File: src/rtl/game_stage_ctrl.sv
// Basketball arcade game sequencer: reset banner, idle, pre-play countdown,
// timed stages with a goal target, practice mode and win/lose screens.
module game_stage_ctrl #(
  parameter int TICK_CYCLES = 100_000_000,
  parameter int PRE_CNT     = 3,
  parameter int STAGE_TIME  = 35,
  parameter int NUM_STAGES  = 3,
  parameter int STAGE_GOAL  = 10
) (
  input  logic       clk,
  input  logic       rst,
  input  logic       start,
  input  logic       stop,
  input  logic       pmode,
  input  logic       back,
  input  logic       goal,
  output logic [3:0] dig0,
  output logic [3:0] dig1,
  output logic [3:0] dig2,
  output logic [3:0] dig3,
  output logic [3:0] c_state,
  output logic [1:0] stage,
  output logic       paused,
  output logic       goal_ok,
  output logic       cnt_beep
);

  typedef enum logic [3:0] {
    S_IDLE   = 4'd0,
    S_B_RST  = 4'd1,
    S_B_PLAY = 4'd2,
    S_STAGE  = 4'd3,
    S_PMODE  = 4'd6,
    S_WIN    = 4'd7,
    S_LOSE   = 4'd8
  } state_t;

  localparam int             CW          = $clog2(TICK_CYCLES);
  localparam logic [CW-1:0]  TICK_LAST   = CW'(TICK_CYCLES - 1);
  localparam logic [3:0]     PRE_INIT    = 4'(PRE_CNT);
  localparam logic [3:0]     TIME_HI     = 4'(STAGE_TIME / 10);
  localparam logic [3:0]     TIME_LO     = 4'(STAGE_TIME % 10);
  localparam logic [1:0]     LAST_STAGE  = 2'(NUM_STAGES);
  localparam logic [6:0]     GOAL_TARGET = 7'(STAGE_GOAL);

  localparam logic [3:0] D_BLANK = 4'd10;
  localparam logic [3:0] D_DASH  = 4'd11;
  localparam logic [3:0] D_PASS  = 4'd12;
  localparam logic [3:0] D_LOSE  = 4'd13;

  state_t        state_q, state_d;
  logic [CW-1:0] tick_cnt_q, tick_cnt_d;
  logic [3:0]    pre_q, pre_d;
  logic [3:0]    timer_hi_q, timer_hi_d;
  logic [3:0]    timer_lo_q, timer_lo_d;
  logic [3:0]    score_hi_q, score_hi_d;
  logic [3:0]    score_lo_q, score_lo_d;
  logic [1:0]    stage_q, stage_d;
  logic          paused_q, paused_d;
  logic          goal_ok_q, goal_ok_d;
  logic          cnt_beep_q, cnt_beep_d;

  logic          tick;
  logic          goal_acc;
  logic          expire;
  logic          launch;
  logic          pass;
  logic [3:0]    score_inc_hi, score_inc_lo;
  logic [3:0]    score_nx_hi, score_nx_lo;
  logic [6:0]    score_bin;

  assign tick     = (tick_cnt_q == TICK_LAST) && !paused_q;
  assign goal_acc = goal && (((state_q == S_STAGE) && !paused_q) || (state_q == S_PMODE));
  assign expire   = (state_q == S_STAGE) && tick && (timer_hi_q == 4'd0) && (timer_lo_q == 4'd1);

  // Saturating BCD increment; the pass/lose decision sees a goal from the same cycle.
  always_comb begin
    score_inc_hi = score_hi_q;
    score_inc_lo = score_lo_q;
    if (!((score_hi_q == 4'd9) && (score_lo_q == 4'd9))) begin
      if (score_lo_q == 4'd9) begin
        score_inc_hi = score_hi_q + 4'd1;
        score_inc_lo = 4'd0;
      end else begin
        score_inc_lo = score_lo_q + 4'd1;
      end
    end
  end

  assign score_nx_hi = goal_acc ? score_inc_hi : score_hi_q;
  assign score_nx_lo = goal_acc ? score_inc_lo : score_lo_q;
  assign score_bin   = 7'(score_nx_hi) * 7'd10 + 7'(score_nx_lo);

  always_comb begin
    state_d    = state_q;
    tick_cnt_d = paused_q ? tick_cnt_q : (tick ? '0 : tick_cnt_q + CW'(1));
    pre_d      = pre_q;
    timer_hi_d = timer_hi_q;
    timer_lo_d = timer_lo_q;
    score_hi_d = score_nx_hi;
    score_lo_d = score_nx_lo;
    stage_d    = stage_q;
    paused_d   = paused_q;
    goal_ok_d  = goal_acc;
    cnt_beep_d = 1'b0;
    launch     = 1'b0;
    pass       = 1'b0;

    case (state_q)
      S_B_RST: begin
        if (tick) state_d = S_IDLE;
      end
      S_IDLE: begin
        if (start)      launch  = 1'b1;
        else if (pmode) state_d = S_PMODE;
      end
      S_B_PLAY: begin
        if (tick) begin
          cnt_beep_d = 1'b1;
          if (pre_q == 4'd1) begin
            state_d    = S_STAGE;
            timer_hi_d = TIME_HI;
            timer_lo_d = TIME_LO;
            score_hi_d = 4'd0;
            score_lo_d = 4'd0;
            tick_cnt_d = '0;
          end else begin
            pre_d = pre_q - 4'd1;
          end
        end
      end
      S_STAGE: begin
        if (tick) begin
          if (timer_lo_q == 4'd0) begin
            timer_lo_d = 4'd9;
            timer_hi_d = timer_hi_q - 4'd1;
          end else begin
            timer_lo_d = timer_lo_q - 4'd1;
          end
        end
        // Expiry outranks back, which outranks the pause toggle.
        if (expire) begin
          paused_d = 1'b0;
          if (score_bin >= GOAL_TARGET) begin
            if (stage_q < LAST_STAGE) pass    = 1'b1;
            else                      state_d = S_WIN;
          end else begin
            state_d = S_LOSE;
          end
        end else if (back) begin
          state_d  = S_IDLE;
          paused_d = 1'b0;
        end else if (stop) begin
          paused_d = ~paused_q;
        end
      end
      S_PMODE: begin
        if (back) state_d = S_IDLE;
      end
      S_WIN, S_LOSE: begin
        if (start)     launch  = 1'b1;
        else if (back) state_d = S_IDLE;
      end
      default: state_d = S_IDLE;
    endcase

    if (launch) begin
      stage_d    = 2'd1;
      score_hi_d = 4'd0;
      score_lo_d = 4'd0;
    end
    if (pass) stage_d = stage_q + 2'd1;
    if (launch || pass) begin
      state_d    = S_B_PLAY;
      pre_d      = PRE_INIT;
      tick_cnt_d = '0;
      cnt_beep_d = 1'b1;
    end
  end

  always_ff @(posedge clk or negedge rst) begin
    if (!rst) begin
      state_q    <= S_B_RST;
      tick_cnt_q <= '0;
      pre_q      <= 4'd0;
      timer_hi_q <= 4'd0;
      timer_lo_q <= 4'd0;
      score_hi_q <= 4'd0;
      score_lo_q <= 4'd0;
      stage_q    <= 2'd1;
      paused_q   <= 1'b0;
      goal_ok_q  <= 1'b0;
      cnt_beep_q <= 1'b0;
    end else begin
      state_q    <= state_d;
      tick_cnt_q <= tick_cnt_d;
      pre_q      <= pre_d;
      timer_hi_q <= timer_hi_d;
      timer_lo_q <= timer_lo_d;
      score_hi_q <= score_hi_d;
      score_lo_q <= score_lo_d;
      stage_q    <= stage_d;
      paused_q   <= paused_d;
      goal_ok_q  <= goal_ok_d;
      cnt_beep_q <= cnt_beep_d;
    end
  end

  always_comb begin
    dig0 = D_BLANK;
    dig1 = D_BLANK;
    dig2 = D_BLANK;
    dig3 = D_BLANK;
    case (state_q)
      S_B_RST: begin
        dig0 = 4'd8;
        dig1 = 4'd8;
        dig2 = 4'd8;
        dig3 = 4'd8;
      end
      S_B_PLAY: begin
        dig0 = D_DASH;
        dig1 = D_DASH;
        dig2 = pre_q;
        dig3 = D_DASH;
      end
      S_STAGE: begin
        dig0 = score_lo_q;
        dig1 = score_hi_q;
        dig2 = timer_lo_q;
        dig3 = timer_hi_q;
      end
      S_PMODE: begin
        dig0 = score_lo_q;
        dig1 = score_hi_q;
        dig2 = 4'd0;
        dig3 = 4'd0;
      end
      S_WIN: begin
        dig0 = score_lo_q;
        dig1 = score_hi_q;
        dig2 = D_PASS;
        dig3 = D_PASS;
      end
      S_LOSE: begin
        dig0 = score_lo_q;
        dig1 = score_hi_q;
        dig2 = D_LOSE;
        dig3 = D_LOSE;
      end
      default: ;
    endcase
  end

  assign c_state  = state_q;
  assign stage    = stage_q;
  assign paused   = paused_q;
  assign goal_ok  = goal_ok_q;
  assign cnt_beep = cnt_beep_q;

endmodule

File: config.mk
export PLATFORM = sky130hd
export DESIGN_NAME = game_stage_ctrl
export DESIGN_NICKNAME = d
export VERILOG_FILES = /design/src/rtl/game_stage_ctrl.sv
export SDC_FILE = /design/constraint.sdc
export NUM_CORES = 1
export LEC_CHECK = 0
export CAP_MARGIN = 20
export CORE_ASPECT_RATIO = 1.5
export CORE_MARGIN = 2
export CORE_UTILIZATION = 45
export DETAILED_ROUTE_END_ITERATION = 8
export PLACE_DENSITY = 0.67
export REMOVE_ABC_BUFFERS = 1
export SETUP_SLACK_MARGIN = 0.4
export SLEW_MARGIN = 20
export SYNTH_ARGS = -nofsm -noshare
export SYNTH_HDL_FRONTEND = slang
export SYNTH_SLANG_ARGS = --single-unit
File: constraint.sdc
create_clock -name clk -period 5 [get_ports clk]
set_clock_uncertainty 0.15 [all_clocks]
set_input_delay 0.5 -clock clk [delete_from_list [all_inputs] [get_ports clk]]
set_output_delay 0.5 -clock clk [all_outputs]
set_load 0.01 [all_outputs]
==> results of run 1 <==
==> cells in the mapped netlist (14+ instances only) <==
| library cell | count |
|---|---|
| sky130_fd_sc_hd__nand2_1 | 54 |
| sky130_fd_sc_hd__ha_1 | 18 |
| sky130_fd_sc_hd__nor2_1 | 70 |
| sky130_fd_sc_hd__nor3_1 | 14 |
| sky130_fd_sc_hd__xnor2_1 | 15 |
| sky130_fd_sc_hd__a21oi_1 | 21 |
| sky130_fd_sc_hd__nand3_1 | 17 |
| sky130_fd_sc_hd__xor2_1 | 18 |
| sky130_fd_sc_hd__o21ai_0 | 21 |
| sky130_fd_sc_hd__clkbuf_1 | 20 |
| sky130_fd_sc_hd__inv_1 | 23 |
| sky130_fd_sc_hd__dfrtp_1 | 54 |
==> power breakdown <==
group	total, mW	switching (mW)	internal [mW]
Combinational	0.625	0.340	0.284
Sequential	0.542	0.0457	0.497
Clock	0.359	0.171	0.187
Total	1.53	0.557	0.968
==> final cells by class <==
cell class,count,area [µm²],share of cell area (%)
Sequential cell,56,1410,31.6
Clock buffer,6,129,2.90
Inverter,23,86.3,1.94
Tap cell,107,134,3.01
Multi-Input combinational cell,367,2290,51.6
Clock inverter,2,16.3,0.366
Timing Repair Buffer,41,380,8.55
==> through the flow <==
stage	cells	setup slack, ns	cell area [µm²]
global route	602	0.388	4450
floorplan	446	0.323	3760
finish	602	0.617	4450
detailed placement	593	0.356	4270
CTS	601	0.487	4420
global placement	593	0.475	4270
==> how the worst min path moves through the flow <==
stage / from / to / slack, ns / cells after the start
6_report: rst / timer_hi_q[3]$_DFFE_PN0P_ / 0.16 / 2
5_1_grt: rst / timer_hi_q[0]$_DFFE_PN0P_ / 0.23 / 2
4_1_cts: rst / timer_hi_q[2]$_DFFE_PN0P_ / 0.21 / 2
3_5_place_dp: tick_cnt_q[24]$_DFF_PN0_ / tick_cnt_q[24]$_DFF_PN0_ / 0.37 / 2
3_3_place_gp: tick_cnt_q[24]$_DFF_PN0_ / tick_cnt_q[24]$_DFF_PN0_ / 0.37 / 2
2_1_floorplan: rst / c_state[1]$_DFFE_PN0P_ / 0.05 / 0
==> logic make-up (layout without fill, tap and decap cells) <==
family	Yosys count	after routing
compound gates	77	77
xor+xnor	33	33
fa+ha+maj	20	20
buf+inv	44	72
flops	56	56
mux	4	4
simple gates	233	233
==> state kept, by name (all words and copies together), names as in the netlist <==
signal      count
cnt_beep        1
goal_ok         1
score_lo_q      4
timer_hi_q      4
paused          1
stage           2
c_state         4
timer_lo_q      4
tick_cnt_q     27
pre_q           4
score_hi_q      4
==> per-layer routing <==
metal | global-route usage [%] | wire, µm | vias to the layer above
met5 | 0 | 0 | -
met2 | 40.4 | 5030 | 71
met4 | 6.44 | 172 | 0
met3 | 2.99 | 323 | 13
met1 | 24.4 | 3730 | 1575
li1 | - | - | 1666
==> what timing repair did <==
item / in CTS / in global routing
resized for setup: 1 / 5
pin swaps: 0 / 0
cloned: 0 / 0
setup endpoints to repair: 1 / 10
endpoints found under the hold margin: 0 / 0
setup buffers: 0 / 1
==> results by stage, run 1 <==
STA:
- Hold is met by 0.165 ns.
- The clock period minus final worst setup slack is 4.38 ns.
- Setup repair after global routing left no endpoint under its margin.
- The hold violation total from the final report is 0.
- The worst pin sits at a relative slew slack of 42.3%.
- After layout, the worst path uses 87.7% of the clock period.
- At the pin with the least slew margin, the transition time is 0.860 ns.
- The setup-violating endpoint count in the final report is 0.
- The number of max-slew violations in the final report came to 0.
- Static timing analysis puts the maximum clock frequency at 228 MHz.
- The setup total negative slack is 0 ns.

Routing:
- The detail-routed via count per cell is 5.52.
- The post-detailed-route wirelength per cell is 15.4 µm.
- The first-pass iteration count of the detailed router is 4.
- The final route contains 3325 vias.
- Summed over all layers, the routed wires come to 9.25 mm.
- After detailed routing, the number of remaining DRC violations is 0.
- The count of nets left with antenna violations once routing finished came out at 0.
- The detailed router finished its first iteration with 239 violations.

Synth:
- During synthesis, Yosys emitted a total of 0 warnings.
- The top flip-flop cell by instance count after synthesis is sky130_fd_sc_hd__dfrtp_1.
- The proportion of synthesized flip-flops having asynchronous set or reset is 100%.
- Counting every instance in the synthesized netlist gives 467.
- The synthesized design contains 56 register bits.
- The cell type with the largest total area after synthesis is sky130_fd_sc_hd__dfrtp_1.
- The complex-gate fraction of the synthesized area is 12.9%.
- For this run, the register share of the synthesized area comes to 36.5%.
- Ranked by total cell area, the synthesized netlist is headed by sky130_fd_sc_hd__dfrtp_1 35%, sky130_fd_sc_hd__nor2_1 6.8%, sky130_fd_sc_hd__ha_1 5.9%.
- The share of the synthesized area in the top cell type is 35.1%.
- After synthesis, the mean cell area works out to 8.24 µm².
- The synthesized netlist devotes 30.5% of its cell area to simple gates.
- The summed instance area of the synthesized netlist is 0.00385 mm².
- After synthesis, the largest family of logic cells by area is simple AND/OR/NAND/NOR gates.
- The synthesized design contains 0 enable-type register cells.
- The adder-cell share of the synthesized area is 6.89%.
- The distinct cell type count after synthesis is 62.
- Measured against the total synthesized area, the mux share comes to 1.17%.
- Summing the areas of all xor and xnor instances in the mapped netlist gives 7.51% of the synthesized area.

Critical path:
- The required time of the worst setup path is 5.09 ns.
- Along the worst path, the maximum fanout reaches 10.
- The number of cells on the worst reg-to-reg path is 18.
- In this run the number of cells on the critical path is 18.
- The critical path goes through inv_1 -> ha_1 -> and3b_1 -> o211a_1 -> nand2_1 -> a21oi_1 -> inv_1 -> ha_1 -> ha_1 -> inv_1 -> fa_2 -> nand2_1 -> a211oi_2 -> a211oi_2 -> a21boi_0 -> buf_4 -> or3_4 -> mux2_4.
- The number of buffer and inverter instances along the worst setup path is 4.
- The worst setup path category is flip-flop to flip-flop.
- The highest cell delay on the worst timing path is 0.62 ns.
- In this run the critical register-to-register path is launched from score_lo_q[1]$_DFF_PN0_.
- The endpoint class of the critical path is a flip-flop.
- The arrival time at the worst endpoint is 4.47 ns.
- The worst setup path is launched from a flip-flop.
- The launch point of the critical path is score_lo_q[1]$_DFF_PN0_.
- The worst-case register-to-register setup slack is 0.62 ns.
- The end point of the critical path is stage[0]$_DFFE_PN1N_.
- The worst register-to-register path ends at stage[0]$_DFFE_PN1N_.
- The largest individual stage delay along the critical path comes from the cell sky130_fd_sc_hd__fa_2.
- The cell type group with the largest total delay on the critical path is adder cells.

Floorplan:
- The floorplan step defined a die boundary enclosing 0.00932 mm².
- The starting utilization of the core area is 46.0%.
- The core area is 0.00836 mm².
- Row generation in the floorplan step produced 41 rows.
- The die height is 117 µm.
- The floorplan die width is 79.5 µm.
- The boundary pin count is 32.

GRT:
- The global-route wire length before repair is 15.5 mm.
- The number of antenna violations at the first check in global routing was 0.
- The total overflow reported by the global router is 0.
- The number of global-route vias before repair came to 3216.
- The largest net degree at the start of global routing is 57.
- In the global route stage, overall resource usage came out at 21.2%.

Job:
- The max-cap violation count is 0.

Finish:
- Leaving out fill and tap cells, the most frequent cell in the layout is sky130_fd_sc_hd__nor2_1.
- In the layout the commonest cells are 70 x sky130_fd_sc_hd__nor2_1, 54 x sky130_fd_sc_hd__nand2_1, 54 x sky130_fd_sc_hd__dfrtp_1.
- The number of antenna diodes in the final layout is 0.
- The number of filler instances in the final layout is 787.
- The post-route netlist has 6.46% of its cells at a drive strength greater than 1.
- Cells fill 53.2% of the core in the end.
- Compared with the post-synthesis result, the final layout area differs by 15.6%.
- The net count of the finished layout is 521.

Clocking:
- The clock net in this run drives a total of 56 sinks.
- After clock tree synthesis, the clock-pin slew on the worst setup and hold paths is 0.08 ns.
- The number of buffers created by CTS is 5.
- For this design, the CTS-stage hold fixing added 0 buffers.
- The TritonCTS clock tree is done.
- The clock root buffer master is sky130_fd_sc_hd__clkbuf_16.
- The H-tree depth reported by CTS is 2.
- The clock passes through at most 2 buffers.
- For the worst-skew pair, the clock arrives at the later sink with an insertion delay of 0.31 ns.

Power and ir drop:
- The total power divided by cell area is 343 mW/mm².
- The worst supply voltage drop on vdd is 0.000186 V.
- Summed over all cells, the static leakage comes to 1.98 nW.
- Overall power consumption after layout is estimated at 1.53 mW.

Place:
- The post-DP HPWL is 6.88 mm.
- In this run the tool buffered the top-level ports with 31 buffer cells.
- The routability congestion estimate is 0.883.

Outcome:
- The run finished with clean final reports.

Min path:
- The worst min-delay path category is primary input to asynchronous set/reset pin.
Note: power is estimated with default switching activity, not from simulation.
==> run 2, diff against run 1 <==
- CTS_CLUSTER_SIZE: unset -> 12
- PLACE_DENSITY: 0.67 -> 0.68
==> results by stage, run 2 (synthesis gave the netlist of run 1 again) <==
GRT:
- The total routing usage reported by global routing is 20.5% (was 21.2%).
- The total overflow reported by the global router was 0 (unchanged).
- The number of global-route vias before repair came to 3233 (was 3216).
- The global-route wire length before repair is 15.3 mm (was 15.5 mm).
- The number of antenna violations at the first check in global routing is 0 (unchanged).
- The largest net degree at the start of global routing is 57 (unchanged).

Routing:
- The wire length reported by the detailed router is 9.23 mm (was 9.25 mm).
- The remaining design rule violation count came to 0 (unchanged).
- The overall via count from detail_route is 3361 (was 3325).
- The first-pass iteration count of the detailed router is 4 (unchanged).
- The detail-routed via count per cell is 5.61 (was 5.52).
- The count of routing violations after the opening detailed-route iteration came to 238 (was 239).
- The post-detailed-route count of antenna-violating nets was 0 (unchanged).
- The post-detailed-route wirelength per cell is 15.4 µm (about the same).

STA:
- The highest clock frequency the design can meet is 231 MHz (was 228 MHz).
- Setup repair after global routing missed its margin: false (unchanged).
- The setup total negative slack was 0 ns (unchanged).
- The number of max-slew violations in the final report is 0 (unchanged).
- The normalized max-slew margin is 40.7% (was 42.3%).
- The final critical-path share of the clock period is 86.4% (was 87.7%).
- The transition time at the pin with the least slew margin is 0.884 ns (was 0.860 ns).
- The setup-violating endpoint count in the final report is 0 (unchanged).
- The hold violation total from the final report is 0 (unchanged).
- The clock period minus final worst setup slack came to 4.32 ns (was 4.38 ns).

Place:
- The post-DP HPWL was 6.72 mm (was 6.88 mm).
- The routability congestion estimate is 0.796 (was 0.883).
- The number of placed instances with taps included is 591 (was 593).
- The count of port buffers added during placement was 31 (unchanged).

Finish:
- Commonest cells after routing, fill and taps aside: 69 x sky130_fd_sc_hd__nor2_1, 53 x sky130_fd_sc_hd__nand2_1, 53 x sky130_fd_sc_hd__dfrtp_1 (was 70 x sky130_fd_sc_hd__nor2_1, 54 x sky130_fd_sc_hd__nand2_1, 54 x sky130_fd_sc_hd__dfrtp_1).
- The sequential cell area is 0.00141 mm² (about the same).
- The number of filler instances in the final layout was 798 (was 787).
- The proportion of layout cells with a drive suffix above 1 was 6.50% (was 6.46%).
- The utilization after layout was 53.2% (about the same).
- The final non-filler cell total is 599 (was 602).
- The number of flip-flops in the largest register is 27 (unchanged).
- The number of nets in the layout is 518 (was 521).
- The area of combinational cells with multiple inputs came to 0.00231 mm² (was 0.00229 mm²).
- The most frequent standard cell in the layout excluding fill and tap cells is sky130_fd_sc_hd__nor2_1 (unchanged).
- The number of diodes is 0 (unchanged).
- The synthesis-to-layout area growth is 15.5% (was 15.6%).
- The register bank with the most flops is tick_cnt_q (unchanged).

Floorplan:
- The die height is 117 µm (unchanged).
- The floorplan die width was 79.5 µm (unchanged).
- The die outline area came to 0.00932 mm² (unchanged).
- The boundary pin count is 32 (unchanged).
- The core area was 0.00836 mm² (unchanged).
- The starting utilization of the core area was 46.0% (unchanged).
- The number of standard-cell rows in the floorplan is 41 (unchanged).

Clocking:
- The H-tree depth reported by CTS is 2 (unchanged).
- The TritonCTS clock tree is done (unchanged).
- The number of buffers created by CTS came to 5 (unchanged).
- The clock transition time at the flip-flop clock pins of the worst setup and hold paths came to 0.07 ns (was 0.08 ns).
- The number of sinks driven by the clock tree came to 56 (unchanged).
- The clock insertion delay at the later pin of the skew report is 0.30 ns (was 0.31 ns).
- The number of hold-repair buffers added at the cts stage came to 0 (unchanged).
- The number of buffers between clock root and the deepest sink is 2 (unchanged).
- The clock root buffer master is sky130_fd_sc_hd__clkbuf_16 (unchanged).

Critical path:
- The critical-path maximum fanout is 21 (was 10).
- The arrival time at the worst endpoint is 4.36 ns (was 4.47 ns).
- The kind of launch point of the worst setup path is a flip-flop (unchanged).
- Series of cell instances along the critical path: nor2b_1 -> o211a_4 -> nand2_2 -> nor2_1 -> a21oi_4 -> inv_1 -> ha_1 -> ha_1 -> inv_1 -> fa_2 -> nand2b_1 -> or4_1 -> a21boi_0 -> buf_4 -> o31ai_4 -> or2_2 (was inv_1 -> ha_1 -> and3b_1 -> o211a_1 -> nand2_1 -> a21oi_1 -> inv_1 -> ha_1 -> ha_1 -> inv_1 -> fa_2 -> nand2_1 -> a211oi_2 -> a211oi_2 -> a21boi_0 -> buf_4 -> or3_4 -> mux2_4).
- The highest cell delay on the worst timing path was 0.73 ns (was 0.62 ns).
- The endpoint class of the critical path is a flip-flop (unchanged).
- The reg-to-reg critical path startpoint is c_state[0]$_DFFE_PN1P_ (was score_lo_q[1]$_DFF_PN0_).
- The cell with the largest stage delay on the worst path is sky130_fd_sc_hd__dfstp_4 (was sky130_fd_sc_hd__fa_2).
- The worst setup path category was flip-flop to flip-flop (unchanged).
- The cell type group with the largest total delay on the critical path is simple AND/OR/NAND/NOR gates (was adder cells).
- The required time of the worst setup path came to 5.04 ns (was 5.09 ns).
- The launch point of the critical path is c_state[0]$_DFFE_PN1P_ (was score_lo_q[1]$_DFF_PN0_).
- The number of buffer and inverter instances along the worst setup path is 3 (was 4).

Min path:
- The worst min-delay path category is primary input to asynchronous set/reset pin (unchanged).

Power and ir drop:
- The worst supply voltage drop on vdd is 0.000214 V (was 0.000186 V).
- The total power divided by cell area is 343 mW/mm² (about the same).
- The leakage power of the design came to 1.97 nW (was 1.98 nW).

Outcome:
- Run status: finished clean (unchanged).

Job:
- The max-cap violation count is 0 (unchanged).
==> run 2: cell count changes in the layout (fill, tap and decap cells not counted), moves of 2 or more <==
| cell | previous run | this run |
|---|---|---|
| sky130_fd_sc_hd__a21oi_1 | 21 | 19 |
| sky130_fd_sc_hd__a211oi_2 | 2 | 0 |
| sky130_fd_sc_hd__buf_4 | 9 | 7 |
| sky130_fd_sc_hd__a211oi_1 | 2 | 4 |
==> run 2: timing repair <==
item	4_1_cts	5_1_grt
setup endpoints to repair	7	10
buffers inserted	0	0
pin swaps	0	1
resized for setup	2	9
==> run 2: final cells by class <==
class / count / share of cell area (%)
multi-input combinational: 367 / 52.0
sequential: 56 / 31.7
timing repair buffer: 38 / 8.05
clock buffer: 8 / 3.29
tap: 107 / 3.01
inverter: 23 / 1.94
==> run 2: worst reg2reg max path: stages, from the launching register on <==
cell and delay, ns:
sky130_fd_sc_hd__dfstp_4 0.73, sky130_fd_sc_hd__nor2b_1 0.14, sky130_fd_sc_hd__o211a_4 0.29, sky130_fd_sc_hd__nand2_2 0.13
sky130_fd_sc_hd__nor2_1 0.08, sky130_fd_sc_hd__a21oi_4 0.15, sky130_fd_sc_hd__inv_1 0.08, sky130_fd_sc_hd__ha_1 0.29
sky130_fd_sc_hd__ha_1 0.19, sky130_fd_sc_hd__inv_1 0.07, sky130_fd_sc_hd__fa_2 0.50, sky130_fd_sc_hd__nand2b_1 0.17
sky130_fd_sc_hd__or4_1 0.39, sky130_fd_sc_hd__a21boi_0 0.21, sky130_fd_sc_hd__buf_4 0.18, sky130_fd_sc_hd__o31ai_4 0.11
sky130_fd_sc_hd__or2_2 0.34
==> run 2: per-stage QoR <==
stage               hold slack (ns)  setup slack, ns  power (mW)  cell area (µm²)
floorplan                    0.0544            0.323       0.892             3760
global placement              0.368            0.275        1.15             4250
detailed placement            0.371            0.247        1.16             4250
CTS                           0.225            0.411        1.53             4410
global route                  0.250            0.415        1.62             4450
finish                        0.179            0.679        1.53             4450
==> run 2: path summary, 6_finish.rpt <==
| kind | end | slack (ns) | cells past startpoint |
|---|---|---|---|
| worst max-delay path | pre_q[1]$_DFFE_PN0P_ | 0.68 | 16 |
| worst min-delay path | timer_hi_q[2]$_DFFE_PN0P_ | 0.18 | 2 |
| min in group clk | tick_cnt_q[24]$_DFF_PN0_ | 0.38 | 2 |
| max in group asynchronous | score_lo_q[1]$_DFF_PN0_ | 3.99 | 2 |
| worst max register to register | pre_q[1]$_DFFE_PN0P_ | 0.68 | 16 |
| worst min register to register | tick_cnt_q[24]$_DFF_PN0_ | 0.38 | 2 |
==> run 2: where the power goes <==
group	internal [mW]	total (mW)	switching (mW)
Clock	0.201	0.365	0.164
Sequential	0.497	0.557	0.0598
Combinational	0.278	0.604	0.326
==> run 2: routing by layer <==
layer	vias up	routed length, µm	global-route usage, %
met5	-	0	0
met4	0	138	5.75
met3	10	318	3.45
met2	62	4780	38.3
met1	1632	3990	23.9
li1	1657	-	-
==> run 3, diff against run 2 <==
- CAP_MARGIN: 20 -> unset
==> results of run 3 <==
Final layout, timing and power as in run 2 (identical DEF).
